--- config.mk ---
export PLATFORM = sky130hd
export DESIGN_NAME = iob_fp_mul_issue
export DESIGN_NICKNAME = d
export VERILOG_FILES = /design/src/rtl/iob_fp_mul_issue.sv
export SDC_FILE = /design/constraint.sdc
export NUM_CORES = 1
export LEC_CHECK = 0
export BUFFER_PORTS_ARGS = -buffer_cell sky130_fd_sc_hd__clkbuf_2
export CAP_MARGIN = 5
export CORE_ASPECT_RATIO = 1.75
export CORE_MARGIN = 3
export CORE_UTILIZATION = 46
export CTS_BUF_LIST = sky130_fd_sc_hd__clkbuf_4
export CTS_CLUSTER_DIAMETER = 40
export CTS_CLUSTER_SIZE = 30
export DETAILED_ROUTE_END_ITERATION = 10
export GPL_TIMING_DRIVEN = 0
export MAX_ROUTING_LAYER = met4
export PLACE_DENSITY = 0.68
export SYNTH_ARGS = -nofsm -noshare
export SYNTH_HDL_FRONTEND = slang
export SYNTH_SLANG_ARGS = --single-unit
--- constraint.sdc ---
create_clock -name clk_i -period 9.6 [get_ports clk_i]
set_input_delay 0.48 -clock clk_i [delete_from_list [all_inputs] [get_ports clk_i]]
set_output_delay 0.48 -clock clk_i [all_outputs]
set_load 0.005 [all_outputs]
--- src/rtl/iob_fp_mul_issue.sv ---
// Credit-gated issue/collect around the fixed-latency iob_fp_mul; results reach res_valid_o one cycle after mul_done_i,
// downstream back-pressure is absorbed by a DEPTH-entry FIFO. Optional flush port: `define IOB_FP_MUL_ISSUE_FLUSH_EN.
module iob_fp_mul_issue #(
    parameter int DATA_W = 32,
    parameter int DEPTH  = 8,
    localparam int CNT_W = $clog2(DEPTH) + 1
) (
    input  logic              clk_i,
    input  logic              arst_n_i,
`ifdef IOB_FP_MUL_ISSUE_FLUSH_EN
    input  logic              flush_i,
`endif
    input  logic              op_valid_i,
    output logic              op_ready_o,
    input  logic [DATA_W-1:0] op_a_i,
    input  logic [DATA_W-1:0] op_b_i,
    output logic              mul_start_o,
    output logic [DATA_W-1:0] mul_op_a_o,
    output logic [DATA_W-1:0] mul_op_b_o,
    input  logic              mul_done_i,
    input  logic [DATA_W-1:0] mul_res_i,
    output logic              res_valid_o,
    input  logic              res_ready_i,
    output logic [DATA_W-1:0] res_o,
    output logic [CNT_W-1:0]  level_o,
    output logic              err_o
);

    localparam int PTR_W = $clog2(DEPTH);

    logic [CNT_W-1:0]  inflight_q, inflight_d;
    logic [CNT_W-1:0]  fifo_cnt_q, fifo_cnt_d;
    logic [PTR_W-1:0]  wr_ptr_q, wr_ptr_d;
    logic [PTR_W-1:0]  rd_ptr_q, rd_ptr_d;
    logic              err_q, err_d;
    logic [DATA_W-1:0] mem_q [DEPTH];

    logic [CNT_W-1:0]  level;
    logic              issue, pop, wr_en, stray, flush, done_discard;
    logic [CNT_W-1:0]  discard_q;

`ifdef IOB_FP_MUL_ISSUE_FLUSH_EN
    logic [CNT_W-1:0]  discard_d;
    assign flush = flush_i;
`else
    assign flush     = 1'b0;
    assign discard_q = '0;
`endif

    // Credits count every result slot already promised: buffered, in the pipe, or awaiting discard.
    assign level        = fifo_cnt_q + inflight_q + discard_q;
    assign op_ready_o   = (level < CNT_W'(DEPTH)) && !flush;
    assign issue        = op_valid_i && op_ready_o;
    assign res_valid_o  = (fifo_cnt_q != '0);
    assign pop          = res_valid_o && res_ready_i;
    assign done_discard = mul_done_i && (discard_q != '0);
    assign wr_en        = mul_done_i && (discard_q == '0) && (inflight_q != '0);
    assign stray        = mul_done_i && (discard_q == '0) && (inflight_q == '0);

    assign mul_start_o  = issue;
    assign mul_op_a_o   = op_a_i;
    assign mul_op_b_o   = op_b_i;
    assign res_o        = res_valid_o ? mem_q[rd_ptr_q] : '0;
    assign level_o      = level;
    assign err_o        = err_q;

    always_comb begin
        inflight_d = inflight_q + CNT_W'(issue) - CNT_W'(wr_en);
        fifo_cnt_d = fifo_cnt_q + CNT_W'(wr_en) - CNT_W'(pop);
        wr_ptr_d   = wr_en ? wr_ptr_q + PTR_W'(1) : wr_ptr_q;
        rd_ptr_d   = pop ? rd_ptr_q + PTR_W'(1) : rd_ptr_q;
        err_d      = err_q | stray;
        if (flush) begin
            inflight_d = '0;
            fifo_cnt_d = '0;
            wr_ptr_d   = '0;
            rd_ptr_d   = '0;
        end
    end

    always_ff @(posedge clk_i or negedge arst_n_i) begin
        if (!arst_n_i) begin
            inflight_q <= '0;
            fifo_cnt_q <= '0;
            wr_ptr_q   <= '0;
            rd_ptr_q   <= '0;
            err_q      <= 1'b0;
        end else begin
            inflight_q <= inflight_d;
            fifo_cnt_q <= fifo_cnt_d;
            wr_ptr_q   <= wr_ptr_d;
            rd_ptr_q   <= rd_ptr_d;
            err_q      <= err_d;
        end
    end

`ifdef IOB_FP_MUL_ISSUE_FLUSH_EN
    // A done arriving in the flush cycle retires one outstanding op, so it is not carried into discard.
    always_comb begin
        discard_d = discard_q - CNT_W'(done_discard);
        if (flush) begin
            discard_d = discard_q + inflight_q - CNT_W'(done_discard | wr_en);
        end
    end

    always_ff @(posedge clk_i or negedge arst_n_i) begin
        if (!arst_n_i) begin
            discard_q <= '0;
        end else begin
            discard_q <= discard_d;
        end
    end
`endif

    // Result storage carries no reset; res_o masks it while the FIFO is empty.
    always_ff @(posedge clk_i) begin
        if (wr_en && !flush) begin
            mem_q[wr_ptr_q] <= mul_res_i;
        end
    end

endmodule

==> impl_results.md <==
- Cell Area, Synth: 11100 um2
- Final wirelength: 23.9 mm
- Compound-Gate Fraction of Synth Area: 2.96%
- Ys async rst share: 5.54%
- First-pass GRT wire length: 35.8 mm
- Mux cell area share after synthesis: 13.3%
- Number of nets in the layout: 841
- Synth top area share: 69.5%
- Site row count: 74
- Synth Area in Simple Gates: 1.05%
- Die area: 26000 um2
- H-tree Lvls: 1
- Post-synth top cells: edfxtp_1 (256), buf_4 (68), mux4_2 (64)
- Max frequency: 0.311 GHz
- Most frequent cell after synthesis: edfxtp_1
- Antenna violations before repair: 2
- Via count: 5661
- Port Buf Inserts: 140
- Worst Path Arrival: 2740 ps
- Final Cycle Share: 33.5%
- RSZ-0062 raised after global routing: false
- Cts bufs inserted: 20
- Hpwl dp: 16.9 mm
- Max clock buf depth: 3
- Root Buffer: clkbuf_4
- Avg Vias per Cell: 5.43
- Ys Warns: 0
- Main combinational cell family by area after synthesis: multiplexers
- Die H: 211 um
- Proportion of layout cells with a drive suffix above 1: 48.8%
- Iteration-0 DRC count of the detailed router: 313
- Worst min path class: input pin to register
- Final GP Congestion: 0.774
- Area share of fa/ha/maj cells after synthesis: 2.24%
- Rel. slew slack: 35.4%
- Clock Skew: 48.2 ps
- WL/cell: 22.9 um
- PwrDens: 283 nW/um2
- Hold path depth: 1
- Tot GR Track Use: 19.2%
- Final Max Slew Viols: 0
- FF-to-FF path depth: 7
- Die width: 123 um
- Area grow syn2layout: 16.7%
- Leakage: 4.75 nW
- WP data required: 9120 ps
- Grt total ovfl: 0
- Fin. Hold Viols: 0
- Post-Synth XOR/XNOR Area: 1.03%
- Drt pass-1 iters: 4
- Final worst setup slack: 6380 ps
- Post-Syn Area per Cell: 20.6 um2
- Crit Path Max Fanout: 10
- Drt drc: 0
- # IOs: 205
- Setup TNS: 0 ps
- Mapped Nets: 655
- Detail Route Antenna Nets: 0
- CTS sink cnt: 271
- EDFF count, synth: 256
- Largest net degree at the start of global routing: 27
- Maximum VDD drop: 301 uV
- Worst Tran Pin Value: 964 ps
- Synth cell types: 29
- Crit Path Category: register to output pin
- Final setup viols: 0
- Cells after Synth: 536
- Dominant cell type by area after synthesis: edfxtp_1
- Reg clk slew, reported paths: 220 ps
- MaxCap Viol Count: 0
- Seq cells post-synth: 271
- Register area share after synthesis: 72.9%
- Core area: 23500 um2
- Tmin final: 3220 ps
- Number of global-route vias before repair: 6166
- Synth Flop Type: edfxtp_1
- CTS tree: done
- Status: finished, final reports clean
- Starting Density: 47.1%
- Place WS: 6810 ps
- Critical Path Sink Type: output pin
- Worst-Skew Late Latency: 680 ps
- Crit start category: register
- Largest cells by area after synthesis: edfxtp_1 (69%), mux4_2 (13%), buf_4 (4.6%), dfrtp_1 (3.4%), a22o_1 (2.5%)
[per-stage QoR]
stage                     utilization (%)  total power [W]  hold slack [ps]  cell area [um2]  instances
after CTS                            54.9          0.00371             11.4            12900       1040
after floorplan                         -          0.00250              184            11100        536
after global routing                 54.9          0.00385             15.5            12900       1042
after detailed placement             53.0          0.00308              426            12500       1003
after global placement               51.7          0.00298              411            12100        980
final                                54.9          0.00366             46.4            12900       1042
[path summary, 6_finish.rpt]
kind	start	endpoint	slack (ps)
hold reg to reg	err_o	err_o	510
min in group asynchronous	arst_n_i	rd_ptr_q[1]	220
setup / recovery	rd_ptr_q[1]	res_o[22]	6380
hold / removal	mul_res_i[7]	mem_q[5][7]	50
setup reg to reg	inflight_q[3]	mem_q[1][26]	6790
max in group asynchronous	arst_n_i	fifo_cnt_q[0]	9080
[cells by family after synthesis]
| logic type | count (synthesis) |
|---|---|
| AOI/OAI and AO/OA | 39 |
| xor gates and xnor gates | 13 |
| adders and majority gates | 18 |
| buffers and inverters | 106 |
| DFF | 271 |
| muxes | 67 |
| and+or+nand+nor | 22 |
[cells in the final DEF (no fill, tap or decap), drive strengths merged, types with 3 or more instances in the layout]
cell    netlist  final
a21o          3      3
a21oi         3      3
a22o         32     32
buf          86    109
bufinv        0      3
clkbuf        1    161
clkinv        0      6
dfrtp        15     15
edfxtp      256    256
fa            3      3
ha           15     15
inv          19     25
mux4         64     64
nand2         5      5
nand3         3      3
nor2          3      3
nor3          4      4
xnor2        10     10
xor2          3      3
[report_power, final]
group | internal (W) | switching (W)
clock | 0.000226 | 0.000411
combinational | 0.000718 | 0.000729
sequential | 0.00150 | 0.0000756
[final cells by class]
| type | instances | area, um2 |
|---|---|---|
| Fill cell | 1850 | 10600 |
| Sequential cell | 271 | 8060 |
| Multi-Input combinational cell | 159 | 2330 |
| Timing Repair Buffer | 164 | 985 |
| Buffer | 87 | 653 |
| Tap cell | 304 | 380 |
| Clock inverter | 16 | 275 |
| Clock buffer | 20 | 150 |
| Inverter | 19 | 71.3 |
| Antenna cell | 2 | 5.00 |
[critical path, cell delays in order (launching register included)]
cell and delay, ps:
dfrtp_1 440, buf_2 270, buf_1 590, mux4_2 410
a22o_1 220, clkbuf_2 130
[repair_timing]
item | CTS | global route
endpoints found under the hold margin | 15 | 0
setup buffers | 0 | 0
hold buffers | 1 | 0
setup endpoints to repair | 0 | 0
gates resized for setup | 0 | 0
[sequential cells by signal, summed over array words and instances, names as in the netlist]
signal,count
err_o,1
fifo_cnt_q,4
inflight_q,4
mem_q,256
rd_ptr_q,3
wr_ptr_q,3
[routing by layer]
layer	GRT usage (%)	share of wire (%)
met5	-	0
met4	6.00	2.6
met3	2.25	6.7
met2	35.2	56
met1	21.5	34
Power figures use the tool's default switching activity.
